$ cat config.mk
export PLATFORM = sky130hd
export DESIGN_NAME = aes_wb_ctrl
export DESIGN_NICKNAME = d
export VERILOG_FILES = /design/src/rtl/aes_ctrl_pkg.sv /design/src/rtl/aes_wb_regif.sv /design/src/rtl/aes_wb_ctrl.sv
export SDC_FILE = /design/constraint.sdc
export NUM_CORES = 1
export LEC_CHECK = 0
export ABC_AREA = 1
export BUFFER_PORTS_ARGS = -buffer_cell sky130_fd_sc_hd__buf_2
export CELL_PAD_IN_SITES_DETAIL_PLACEMENT = 2
export CELL_PAD_IN_SITES_GLOBAL_PLACEMENT = 2
export CORE_ASPECT_RATIO = 1.25
export CORE_MARGIN = 2
export CORE_UTILIZATION = 27
export DETAILED_ROUTE_END_ITERATION = 10
export PLACE_DENSITY = 0.8
export SLEW_MARGIN = 5
export SYNTH_ARGS = -nofsm -noshare
export SYNTH_HDL_FRONTEND = slang
export SYNTH_SLANG_ARGS = --single-unit
export TNS_END_PERCENT = 100
$ cat constraint.sdc
create_clock -name wb_clk_i -period 1.9 [get_ports wb_clk_i]
set_clock_uncertainty 0.2 [all_clocks]
set_input_delay 0.19 -clock wb_clk_i [delete_from_list [all_inputs] [get_ports wb_clk_i]]
set_output_delay 0.19 -clock wb_clk_i [all_outputs]
set_load 0.03 [all_outputs]
$ cat src/rtl/aes_ctrl_pkg.sv
// aes_ctrl_pkg: register offsets, CTRL/STATUS bit positions and FSM encoding for aes_wb_ctrl
package aes_ctrl_pkg;
  localparam logic [7:0] OFF_CTRL   = 8'h00;
  localparam logic [7:0] OFF_STATUS = 8'h04;
  localparam logic [7:0] OFF_KEY    = 8'h10;
  localparam logic [7:0] OFF_BLK    = 8'h20;
  localparam logic [7:0] OFF_RES    = 8'h30;
  localparam int CTRL_INIT    = 0;
  localparam int CTRL_NEXT    = 1;
  localparam int CTRL_ENCDEC  = 2;
  localparam int CTRL_IRQ_EN  = 3;
  localparam int ST_BUSY      = 0;
  localparam int ST_DONE      = 1;
  localparam int ST_ERR       = 2;
  localparam int ST_KEY_VALID = 3;
  typedef enum logic [2:0] {IDLE, KEY_INIT, KEY_WAIT, BLK_START, BLK_WAIT, DONE} state_t;
  function automatic logic [31:0] byte_merge(input logic [31:0] cur, input logic [31:0] nxt, input logic [3:0] sel);
    logic [31:0] r;
    for (int i = 0; i < 4; i++) r[8*i +: 8] = sel[i] ? nxt[8*i +: 8] : cur[8*i +: 8];
    return r;
  endfunction
endpackage

$ cat src/rtl/aes_wb_regif.sv
// aes_wb_regif: Wishbone decode, single-cycle ack and byte-enabled register file for aes_wb_ctrl
module aes_wb_regif
  import aes_ctrl_pkg::*;
#(
  parameter logic [31:0] BASE_ADR = 32'h3000_0000
) (
  input  logic             clk,
  input  logic             rst,
  input  logic             stb,
  input  logic             cyc,
  input  logic             we,
  input  logic [3:0]       sel,
  input  logic [31:0]      adr,
  input  logic [31:0]      dat_in,
  output logic             ack,
  output logic [31:0]      dat_out,
  input  logic             busy,
  input  logic             key_valid,
  input  logic             done,
  input  logic             err,
  input  logic [3:0][31:0] res,
  output logic [3:0][31:0] key,
  output logic [3:0][31:0] blk,
  output logic             encdec,
  output logic             irq_en,
  output logic             init_req,
  output logic             next_req,
  output logic             clr_done,
  output logic             clr_err,
  output logic             key_wr
);
  logic [7:0] off;
  logic [1:0] w;
  logic acc, wr, cfg_wr, is_ctrl, is_stat, is_key, is_blk, is_res, unused;
  logic [31:0] rdata;
  assign unused = ^adr[1:0];
  assign off = {adr[7:2], 2'b00};
  assign w = off[3:2];
  // ~ack keeps a held strobe from being acked on back-to-back cycles
  assign acc = stb & cyc & ~ack & (adr[31:8] == BASE_ADR[31:8]);
  assign wr = acc & we;
  assign cfg_wr = wr & ~busy;
  assign is_ctrl = off == OFF_CTRL;
  assign is_stat = off == OFF_STATUS;
  assign is_key = off[7:4] == OFF_KEY[7:4];
  assign is_blk = off[7:4] == OFF_BLK[7:4];
  assign is_res = off[7:4] == OFF_RES[7:4];
  assign init_req = cfg_wr & is_ctrl & sel[0] & dat_in[CTRL_INIT];
  assign next_req = cfg_wr & is_ctrl & sel[0] & dat_in[CTRL_NEXT];
  assign clr_done = wr & is_stat & sel[0] & dat_in[ST_DONE];
  assign clr_err = wr & is_stat & sel[0] & dat_in[ST_ERR];
  assign key_wr = cfg_wr & is_key;
  // word 0 sits in the top 32 bits, so packed index is the inverted word number
  always_comb begin
    rdata = '0;
    if (is_ctrl) begin
      rdata[CTRL_ENCDEC] = encdec;
      rdata[CTRL_IRQ_EN] = irq_en;
    end
    if (is_stat) begin
      rdata[ST_BUSY] = busy;
      rdata[ST_DONE] = done;
      rdata[ST_ERR] = err;
      rdata[ST_KEY_VALID] = key_valid;
    end
    if (is_key) rdata = key[~w];
    if (is_blk) rdata = blk[~w];
    if (is_res) rdata = res[~w];
  end
  always_ff @(posedge clk)
    if (rst) begin
      ack <= 1'b0;
      dat_out <= '0;
      key <= '0;
      blk <= '0;
      encdec <= 1'b0;
      irq_en <= 1'b0;
    end else begin
      ack <= acc;
      dat_out <= acc & ~we ? rdata : '0;
      if (cfg_wr & is_key) key[~w] <= byte_merge(key[~w], dat_in, sel);
      if (cfg_wr & is_blk) blk[~w] <= byte_merge(blk[~w], dat_in, sel);
      if (cfg_wr & is_ctrl & sel[0]) begin
        encdec <= dat_in[CTRL_ENCDEC];
        irq_en <= dat_in[CTRL_IRQ_EN];
      end
    end
endmodule

$ cat src/rtl/aes_wb_ctrl.sv
// aes_wb_ctrl: Wishbone-mapped control FSM sequencing key expansion and block processing on an AES core
module aes_wb_ctrl
  import aes_ctrl_pkg::*;
#(
  parameter logic [31:0] BASE_ADR = 32'h3000_0000,
  parameter logic [15:0] TIMEOUT  = 16'd1023
) (
  input  logic         wb_clk_i,
  input  logic         wb_rst_i,
  input  logic         wbs_stb_i,
  input  logic         wbs_cyc_i,
  input  logic         wbs_we_i,
  input  logic [3:0]   wbs_sel_i,
  input  logic [31:0]  wbs_adr_i,
  input  logic [31:0]  wbs_dat_i,
  output logic         wbs_ack_o,
  output logic [31:0]  wbs_dat_o,
  output logic [127:0] aes_key_o,
  output logic [127:0] aes_block_o,
  output logic         aes_encdec_o,
  output logic         aes_init_o,
  output logic         aes_next_o,
  input  logic         aes_ready_i,
  input  logic [127:0] aes_result_i,
  input  logic         aes_result_valid_i,
  output logic         irq_o
);
  state_t state;
  logic [15:0] cnt;
  logic [127:0] res;
  logic chain, key_valid, done, err, busy, tmo;
  logic irq_en, init_req, next_req, clr_done, clr_err, key_wr;
  assign busy = state != IDLE;
  assign tmo = cnt == TIMEOUT - 16'd1;
  aes_wb_regif #(.BASE_ADR(BASE_ADR)) u_regif (
    .clk(wb_clk_i), .rst(wb_rst_i), .stb(wbs_stb_i), .cyc(wbs_cyc_i), .we(wbs_we_i),
    .sel(wbs_sel_i), .adr(wbs_adr_i), .dat_in(wbs_dat_i), .ack(wbs_ack_o), .dat_out(wbs_dat_o),
    .busy(busy), .key_valid(key_valid), .done(done), .err(err), .res(res),
    .key(aes_key_o), .blk(aes_block_o), .encdec(aes_encdec_o), .irq_en(irq_en),
    .init_req(init_req), .next_req(next_req), .clr_done(clr_done), .clr_err(clr_err), .key_wr(key_wr)
  );
  // core pulses are raised on entry so they coincide with KEY_INIT / BLK_START
  always_ff @(posedge wb_clk_i)
    if (wb_rst_i) begin
      state <= IDLE;
      cnt <= '0;
      chain <= 1'b0;
      key_valid <= 1'b0;
      done <= 1'b0;
      err <= 1'b0;
      res <= '0;
      aes_init_o <= 1'b0;
      aes_next_o <= 1'b0;
      irq_o <= 1'b0;
    end else begin
      aes_init_o <= 1'b0;
      aes_next_o <= 1'b0;
      irq_o <= irq_en & (done | err);
      if (clr_done) done <= 1'b0;
      if (clr_err) err <= 1'b0;
      if (key_wr) key_valid <= 1'b0;
      case (state)
        IDLE:
          if (init_req) begin
            state <= KEY_INIT;
            aes_init_o <= 1'b1;
            chain <= next_req;
          end else if (next_req & key_valid) begin
            state <= BLK_START;
            aes_next_o <= 1'b1;
          end else if (next_req) err <= 1'b1;
        KEY_INIT: begin
          state <= KEY_WAIT;
          cnt <= '0;
        end
        KEY_WAIT:
          if (aes_ready_i) begin
            key_valid <= 1'b1;
            state <= chain ? BLK_START : IDLE;
            aes_next_o <= chain;
          end else if (tmo) begin
            err <= 1'b1;
            key_valid <= 1'b0;
            state <= IDLE;
          end else cnt <= cnt + 16'd1;
        BLK_START: begin
          state <= BLK_WAIT;
          cnt <= '0;
        end
        BLK_WAIT:
          if (aes_result_valid_i) begin
            res <= aes_result_i;
            state <= DONE;
          end else if (tmo) begin
            err <= 1'b1;
            key_valid <= 1'b0;
            state <= IDLE;
          end else cnt <= cnt + 16'd1;
        DONE: begin
          done <= 1'b1;
          state <= IDLE;
        end
        default: state <= IDLE;
      endcase
    end
endmodule

==> After elaboration in Yosys (flattened, before gate mapping) <==
Cells that the tools add are included.
{ "totals": {"register_bits": 445, "input_bits": 203, "out_inout_bits": 293, "elab_cells": 130} }
{ "classes": {"add_sub_neg": 1, "order_cmp": 2, "eq_ne": 14, "muxes": 54, "bitwise": 25, "n_reduce_logical": 12} }
{ "op_table": {"columns": ["op", "count"], "rows": [
  ["128-bit bitwise mux", 2],
  ["32-bit two-way mux", 7],
  ["32-bit binary-select mux with 2-bit select", 3],
  ["32-bit demux with 2-bit select", 1],
  ["8-bit two-way mux", 8],
  ["16-bit two-way mux", 3],
  ["16-bit case mux with 3 select lines", 1],
  ["24-bit by 22-bit == test with 1-bit output (second input constant)", 1],
  ["1-bit AND", 18],
  ["1-bit two-way mux", 17],
  ["16-bit by 1-bit adder with 16-bit output (second input constant)", 1],
  ["16-bit by 10-bit == test with 1-bit output (second input constant)", 1],
  ["3-bit two-way mux", 5],
  ["3-bit case mux with 5 select lines", 1],
  ["4-bit by 2-bit == test with 1-bit output (second input constant)", 2],
  ["8-bit zero test", 1],
  ["3-bit by 2-bit == test with 1-bit output (second input constant)", 2],
  ["3-bit == test (second input constant)", 2],
  ["6-bit by 1-bit == test with 1-bit output (second input constant)", 1],
  ["3-bit nonzero test", 2],
  ["2-bit OR reduction", 3],
  ["1-bit inverter", 5],
  ["4-bit by 1-bit == test with 1-bit output (second input constant)", 1],
  ["2-bit two-way mux", 2],
  ["other kinds (15)", 18]
]} }

==> Depth between registers and ports, before layout <==
Gate-level depths: netlist of run 1.
{ "depth": {"word_depth": 12, "depth_mapped": 14} }

==> Cells and area by module <==
A second synthesis of run 1 with hierarchy kept.
{ "unflattened": {"cells_unflattened": 3109, "area_unflattened_um2": 20719.9} }
{ "by_module_without_submodules": {"columns": ["mod", "n_inst", "cells_each", "area_per_inst_um2", "seq_area_each_um2"], "rows": [
  ["aes_wb_regif", 1, 2284, 14506.4, 5825.6],
  ["aes_wb_ctrl", 1, 825, 6213.5, 3083.0]
]} }

==> Least setup slack after synthesis of run 1 <==
OpenSTA, ideal clock, no wires.
{ "synth_path": {"path_type": "reg2reg", "startpoint": "reg u_regif.ack", "endpoint": "reg u_regif.key[21] (netlist name)", "setup_time_ps": 117, "t_arrival_ps": 1716, "required_time_ps": 1583, "setup_slack_ps": -133, "path_stages_with_launch": 14, "path_cell_list": "dfxtp_1 nor2_1 nand2_1 nor2_1 nand2_1 nor2_2 nand2_2 nor2_8 nand2_8 nor2_8 buf_2 nand2_1 nand2_1 a21oi_1"} }
{ "synth_between": {"elab_chain_cells": 6} }
{ "synth_lines": {"columns": ["item", "line_no", "text"], "rows": [
  ["start, declared", "aes_wb_regif.sv:15", "output logic ack,"],
  ["start signal, assigned", "aes_wb_regif.sv:72", "ack <= 1'b0;"],
  ["start signal, assigned", "aes_wb_regif.sv:79", "ack <= acc;"],
  ["1-bit inverter", "aes_wb_regif.sv:40", "assign acc = stb & cyc & ~ack & (adr[31:8] == BASE_ADR[31:8]);"],
  ["1-bit AND (2 in a row)", "aes_wb_regif.sv:40", null],
  ["1-bit AND", "aes_wb_regif.sv:41", "assign wr = acc & we;"],
  ["1-bit AND", "aes_wb_regif.sv:42", "assign cfg_wr = wr & ~busy;"],
  ["1-bit AND", "aes_wb_regif.sv:81", "if (cfg_wr & is_key) key[~w] <= byte_merge(key[~w], dat_in, sel);"],
  ["end signal, assigned by index", "aes_wb_regif.sv:81", null],
  ["end, declared", "aes_wb_regif.sv:22", "output logic [3:0][31:0] key,"]
]} }
Every way passes these cells.
A chain may end at the register's enable or synchronous reset.

==> Worst setup path in the final report of run 1 <==
{ "layout_path": {"startpoint": "reg u_regif.ack", "endpoint": "reg u_regif.blk[93] (netlist name)"} }
{ "layout_between": {"elab_chain_cells": 6} }
{ "layout_lines": {"columns": ["item", "line_no", "text"], "rows": [
  ["1-bit inverter", "aes_wb_regif.sv:40", null],
  ["1-bit AND (2 in a row)", "aes_wb_regif.sv:40", null],
  ["1-bit AND", "aes_wb_regif.sv:41", null],
  ["1-bit AND", "aes_wb_regif.sv:42", null],
  ["1-bit AND", "aes_wb_regif.sv:82", "if (cfg_wr & is_blk) blk[~w] <= byte_merge(blk[~w], dat_in, sel);"],
  ["end signal, assigned by index", "aes_wb_regif.sv:82", null],
  ["end, declared", "aes_wb_regif.sv:23", "output logic [3:0][31:0] blk,"]
]} }
Every way passes these cells.

==> results of run 1 <==
==> power by group through the flow <==
| stage | clock, mW | combinational [mW] | sequential, mW |
|---|---|---|---|
| global placement | 0 | 1.88 | 9.59 |
| global route | 11.7 | 3.03 | 9.41 |
| finish | 11.3 | 2.94 | 9.41 |
| floorplan | 0 | 0.819 | 9.59 |
| CTS | 10.9 | 2.29 | 9.39 |
| detailed placement | 0 | 1.93 | 9.59 |
==> metal layers <==
layer | vias up | global-route usage, %
met5 | - | 0
met2 | 1543 | 62.3
met4 | 12 | 24.3
met3 | 729 | 6.59
met1 | 13200 | 37.8
li1 | 11000 | -
==> flip-flops by register name, summed over array words and instances, names as in the netlist, 3 cells and up <==
register	count
u_regif.blk	128
u_regif.key	128
cnt	16
res	128
u_regif.dat_out	32
state	3
==> worst min-delay path, stage by stage <==
cell	delay, ns
buf_2	0.09
nor2_1	0.04
nand2_1	0.07
nor2_1	0.05
nand2_2	0.09
buf_4	0.14
nor3_2	0.04
==> repair_timing <==
action | in CTS | in global routing
setup buffers | 54 | 46
cloned | 36 | 13
endpoints found under the hold margin | 161 | 1
endpoints found under the setup margin | 420 | 373
gates resized for setup | 430 | 690
pin swaps | 73 | 137
==> cells in the final DEF (no fill, tap or decap), types with 5 or more instances in the layout <==
cell / instances
nand2_1: 276
dlygate4sd3_1: 143
clkbuf_8: 14
a21oi_4: 34
nor3_2: 5
o21ai_2: 5
nor3_1: 5
diode_2: 12
a21oi_1: 209
nand3_1: 18
o21ai_0: 153
inv_1: 322
nand2_8: 6
buf_8: 13
buf_12: 82
nand4_1: 9
nor2_8: 9
a21oi_2: 120
buf_16: 27
clkbuf_16: 66
o221ai_1: 64
a22oi_1: 65
nor2_1: 196
clkinv_2: 11
buf_6: 30
nor2_2: 76
nand2_2: 217
inv_2: 14
o31ai_4: 28
dfxtp_2: 8
nor2_4: 54
clkbuf_1: 11
nand2_4: 157
buf_2: 493
o22ai_1: 64
buf_4: 259
o21ai_1: 7
dfxtp_1: 434
==> per-stage QoR <==
| stage | power (mW) | area, um^2 |
|---|---|---|
| after detailed placement | 11.5 | 26100 |
| after global routing | 24.1 | 34900 |
| after CTS | 22.5 | 32100 |
| after global placement | 11.5 | 26100 |
| after floorplan | 10.4 | 20200 |
| final | 23.7 | 34900 |
==> path summary, 6_finish.rpt <==
kind | startpoint | to | slack [ns] | cells after the start
worst max-delay path | u_regif.ack | u_regif.blk[93] | -0.66 | 14
worst min-delay path | wbs_adr_i[12] | u_regif.ack | -0.08 | 7
worst max register to register | u_regif.ack | u_regif.blk[93] | -0.66 | 14
worst min register to register | res[114] | res[114] | 0.26 | 2
==> final cells by class <==
type / instances / area, um^2
inverter: 345 / 1370
fill: 7779 / 38500
clock inverter: 17 / 203
timing repair buffer: 1059 / 9060
multi-input combinational: 1815 / 12500
antenna: 12 / 30.0
clock buffer: 79 / 1590
tap: 960 / 1200
sequential: 445 / 8930
timing repair inverter: 3 / 66.3
==> cells by family after synthesis <==
logic type               Yosys count
AO/OA/AOI/OAI                    768
XOR/XNOR                           7
adder cells (fa/ha/maj)            2
buffers and inverters            527
flip-flops                       445
AND/OR/NAND/NOR                 1038
==> results.py, run 1 <==
metrics = {
    "cts": {
        "path_clk_slew_ns": 0.07,
        "cts_max_level": 2,
        "cts_buffers": 52,
        "cts_tree": "built",
        "cts.sinks": 445,
        "clk_latency_ns": 0.66,
        "clockBufferDepth": 3,
        "clock-root-buffer": "clkbuf_16",
        "cts_hold_buffers": 144,
    },
    "sta": {
        "hold_slack_ns": -0.0780,
        "fin_tns_setup_ns": -149.18,
        "setup_slack_ns": -0.663,
        "min_period_ns": 2.56,
        "setup_viol": 319,
        "fin_crit_sh_pct": 135,
        "final_max_slew_viol_count": 0,
        "finalHoldViolCount": 1,
        "tightest_slew_ns": 0.982,
        "fmax_ghz": 0.390,
        "rsz0062_at_grt": "true",
        "relSlewSlack_pct": 34.5,
    },
    "worst_setup_path": {
        "crit_required_ns": 2.23,
        "slowest_stage": "dfxtp_4",
        "crit_path_start_kind": "flop",
        "crit_family": "simple AND/OR/NAND/NOR gates",
        "crit_chain": "nor2_2 -> nand2_1 -> nor2_2 -> nand2_2 -> nor2_4 -> nand2_4 -> nor2_8 -> nand2_8 -> nor2_8 -> buf_8 -> buf_12 -> clkbuf_16 -> nor2_2 -> nor2_1",
        "cp.arrival_ns": 2.89,
        "slowest_delay_ns": 0.35,
        "worst-path-max-fanout": 7,
        "cpMostUsedCell": "nor2_2",
        "end_kind": "flop",
        "path_class": "reg -> reg",
        "critPathBufInv": 3,
    },
    "synth": {
        "post_synth_num_cell_types": 45,
        "synthTopCellsByCount": "nand2_1 (652), dfxtp_1 (445), inv_1 (329)",
        "yosys.area_share.simple_pct": 20.9,
        "synthFlopType": "dfxtp_1",
        "syn_area_um2": 20100,
        "synthAdderAreaFrac_pct": 0.125,
        "synth_top_area_share_pct": 44.4,
        "muxShareOfSynthArea_pct": 0,
        "async_flop_share_pct": 0,
        "synthTopCellsByArea": "dfxtp_1 (44%), nand2_1 (12%), a21oi_1 (7.6%)",
        "synth_area_per_cell_um2": 7.20,
        "synthCells": 2787,
        "synth_most_common_cell": "nand2_1",
        "syn_nets": 2992,
        "synth_top_area_cell": "dfxtp_1",
        "ys_seq_area_share_pct": 44.4,
        "ys_seq_elements": 445,
        "ys_warn_count": 0,
        "synth_compound_area_share_pct": 23.2,
        "synth_xor_area_share_pct": 0.305,
        "synth_top_family_by_area": "compound AO/OA/AOI/OAI gates",
        "synth_edf_count": 0,
    },
    "layout": {
        "fin_util_pct": 47.5,
        "finalNonFillerCells": 4735,
        "finalNetCount": 3926,
        "synthToLayoutAreaGrowth_pct": 73.9,
        "drive_gt1_share_pct": 46.9,
    },
    "placement": {
        "hpwl_um": 79700,
        "gp_congestion": 0.870,
        "portBuffers": 493,
        "dp_slack_ns": -0.422,
        "dp.cells": 4394,
    },
    "outcome": {
        "status": "complete, but fails checks",
        "failed_checks": "negative hold slack, negative setup slack",
    },
    "drt": {
        "vias": 26500,
        "avgRoutedWirePerCell_um": 33.9,
        "drt_iter0_drc": 1790,
        "route.met3.wl_um": 12500,
        "drc_errors": 0,
        "met1_length_um": 54900,
        "highest_layer": "met5",
        "drtPass1Iterations": 7,
        "route.met2.wl_um": 78900,
        "viasPerCell": 5.60,
        "routed_wl_um": 160000,
        "antenna_left": 0,
    },
    "power_and_ir_drop": {
        "clkPwrFrac_pct": 47.8,
        "p_int_mw": 16.8,
        "seqPwrFrac_pct": 39.8,
        "p_sw_mw": 6.91,
        "p_leak_nw": 14.9,
        "p_comb_share_pct": 12.4,
        "power_switching_share_pct": 29.2,
        "ir_worst_vdd_mv": 0.881,
        "p_per_area_nw_per_um2": 678,
    },
    "min_path": {
        "worst_hold_path_type": "in -> reg",
    },
    "floorplan": {
        "num_io_pins": 496,
        "fp.dieH_um": 309,
        "row_count": 111,
        "fp.dieW_um": 248,
        "start_util_pct": 27.3,
        "core_area_um2": 73500,
        "dieArea_um2": 76600,
    },
    "global_routing": {
        "grt_antenna_before_repair": 18,
        "grt_pass1_wl_um": 199000,
        "grt_overflow": 0,
        "grt_use_total_pct": 35.3,
        "grt_max_degree": 66,
        "first_global_vias": 28900,
    },
    "run": {
        "cap_violations": 0,
    },
}
No activity file was read; power rests on OpenSTA's default activity.
==> run 2, diff against run 1 <==
--- a/config.mk
+++ b/config.mk
@@ -10,7 +10,7 @@
 export CELL_PAD_IN_SITES_DETAIL_PLACEMENT = 2
 export CELL_PAD_IN_SITES_GLOBAL_PLACEMENT = 2
 export CORE_ASPECT_RATIO = 1.25
-export CORE_MARGIN = 2
+export CORE_MARGIN = 1
 export CORE_UTILIZATION = 27
 export DETAILED_ROUTE_END_ITERATION = 10
 export PLACE_DENSITY = 0.8
==> results.py, run 2 (synthesized netlist as in run 1, its figures left out) <==
metrics = {
    "sta": {
        "setup_slack_ns": -0.554,
        "finalHoldViolCount": 0,
        "rsz0062_at_grt": "true",
        "fin_tns_setup_ns": -123.69,
        "fmax_ghz": 0.408,
        "relSlewSlack_pct": 36.7,
        "hold_slack_ns": 0.00815,
        "fin_crit_sh_pct": 129,
        "final_max_slew_viol_count": 0,
        "setup_viol": 412,
        "tightest_slew_ns": 0.949,
        "min_period_ns": 2.45,
    },
    "drt": {
        "drtPass1Iterations": 5,
        "viasPerCell": 5.39,
        "drt_iter0_drc": 1478,
        "vias": 25000,
        "drc_errors": 0,
        "antenna_left": 0,
        "avgRoutedWirePerCell_um": 29.1,
        "routed_wl_um": 135000,
    },
    "global_routing": {
        "grt_antenna_before_repair": 18,
        "grt_use_total_pct": 32.2,
        "first_global_vias": 27400,
        "grt_overflow": 0,
        "grt_pass1_wl_um": 181000,
        "grt_max_degree": 58,
    },
    "floorplan": {
        "fp.dieH_um": 307,
        "row_count": 111,
        "core_area_um2": 73500,
        "start_util_pct": 27.3,
        "num_io_pins": 496,
        "fp.dieW_um": 246,
        "dieArea_um2": 75500,
    },
    "cts": {
        "cts_tree": "built",
        "path_clk_slew_ns": 0.07,
        "clk_latency_ns": 0.60,
        "clockBufferDepth": 3,
        "cts_buffers": 49,
        "clock-root-buffer": "clkbuf_16",
        "cts.sinks": 445,
        "cts_max_level": 2,
    },
    "worst_setup_path": {
        "r2r_cells": 10,
        "critPathBufInv": 3,
        "crit_required_ns": 2.14,
        "rr_startpoint": "u_regif.ack",
        "crit_family": "compound AO/OA/AOI/OAI gates",
        "r2r_slack_ns": -0.55,
        "crit_chain": "nor2_2 -> nand2_1 -> nor2_2 -> nand2_2 -> buf_4 -> nor4_4 -> buf_12 -> o31ai_1 -> buf_4 -> a21oi_1",
        "path_class": "reg -> reg",
        "crit_path_start_kind": "flop",
        "slowest_delay_ns": 0.54,
        "cp.arrival_ns": 2.69,
        "reg2reg_to": "u_regif.dat_out[23]",
        "end_kind": "flop",
        "worst-path-max-fanout": 10,
        "slowest_stage": "a21oi_1",
        "worst-path-stages": 10,
    },
    "min_path": {
        "hold_path_end": "u_regif.blk[103]",
        "whs_path_depth": 7,
        "worst_hold_path_type": "in -> reg",
        "min_from": "wbs_dat_i[7]",
    },
    "placement": {
        "gp_congestion": 0.847,
        "dp.cells": 4354,
        "portBuffers": 493,
        "hpwl_um": 81000,
    },
    "layout": {
        "drive_gt1_share_pct": 33.7,
        "synthToLayoutAreaGrowth_pct": 53.3,
        "final_common_cell": "nand2_1",
        "finalNonFillerCells": 4649,
        "reg.largest.list": "res x128, u_regif.blk x128, u_regif.key x128",
        "finalNetCount": 3847,
        "num-fill-cells": 8190,
        "final_cell_mix": "nand2_1 (503), buf_2 (493), dfxtp_1 (444)",
    },
    "power_and_ir_drop": {
        "p_per_area_nw_per_um2": 711,
        "clkPwrFrac_pct": 46.3,
        "power_switching_share_pct": 27.2,
        "p_comb_share_pct": 10.8,
        "seqPwrFrac_pct": 42.9,
        "p_int_mw": 15.9,
        "p_leak_nw": 13.3,
        "ir_worst_vdd_mv": 0.571,
        "p_sw_mw": 5.96,
    },
    "outcome": {
        "failed_checks": "negative setup slack",
        "status": "complete, but fails checks",
    },
    "run": {
        "cap_violations": 0,
    },
}
==> run 2: cell types whose count changed in the layout (fill, tap and decap cells not counted), sizes merged <==
cell	previous run	this run
buf	904	823
clkbuf	91	81
clkinvlp	0	1
inv	347	346
diode	12	15
dlygate4sd3	143	150
clkinv	14	9
==> run 2: metrics by stage <==
step,worst slack [ns],util (%),cell area [um^2],total power [mW]
floorplan,-0.0610,-,20200,10.4
global placement,-0.619,35.0,25700,11.4
detailed placement,-0.602,35.0,25700,11.5
CTS,-0.310,40.7,29900,21.7
global route,-0.669,41.9,30800,22.4
finish,-0.554,41.9,30800,21.9
==> run 2: final cells by class <==
class                      count  area, um^2  area share (%)
multi-input combinational   1815        9890            32.1
sequential                   445        8910            29.0
timing repair buffer         983        7740            25.2
clock buffer                  71        1410            4.58
inverter                     345        1350            4.38
tap                          960        1200            3.90
clock inverter                12         178           0.577
timing repair inverter         3        56.3           0.183
antenna                       15        37.5           0.122
==> run 2: worst max-delay path by stage <==
stage                       from                   to
floorplan            u_regif.ack      u_regif.blk[86]
global placement    wbs_adr_i[3]   u_regif.dat_out[3]
detailed placement  wbs_adr_i[3]  u_regif.dat_out[21]
CTS                  u_regif.ack       u_regif.key[3]
global route         u_regif.ack  u_regif.dat_out[23]
finish               u_regif.ack  u_regif.dat_out[23]
==> run 2: tightest hold or removal path: cells and delay by family <==
kind            cells  cell delay, ns
compound gates      1            0.12
simple gates        4            0.25
buf+inv             2            0.22
==> run 2: what timing repair did <==
item | CTS | global route
gates resized for setup | 157 | 210
cloned | 15 | 13
hold buffers | 150 | 0
pin swaps | 23 | 73
endpoints found under the hold margin | 205 | 0
setup buffers | 22 | 10
endpoints found under the setup margin | 389 | 439
==> run 2: routing by layer <==
| metal | vias to the layer above | track usage, % | wire length (um) |
|---|---|---|---|
| met1 | 12600 | 35.5 | 50000 |
| met5 | - | 0 | 38 |
| met2 | 1215 | 58.2 | 67200 |
| li1 | 10800 | - | - |
| met4 | 6 | 18.6 | 9790 |
| met3 | 465 | 4.91 | 8330 |
==> run 2: power by group through the flow <==
stage                     logic (mW)  registers (mW)  clock network (mW)
after detailed placement        1.88            9.60                   0
after global placement          1.83            9.59                   0
after CTS                       2.18            9.39                10.1
final                           2.35            9.39                10.1
after floorplan                0.819            9.59                   0
after global routing            2.47            9.38                10.5
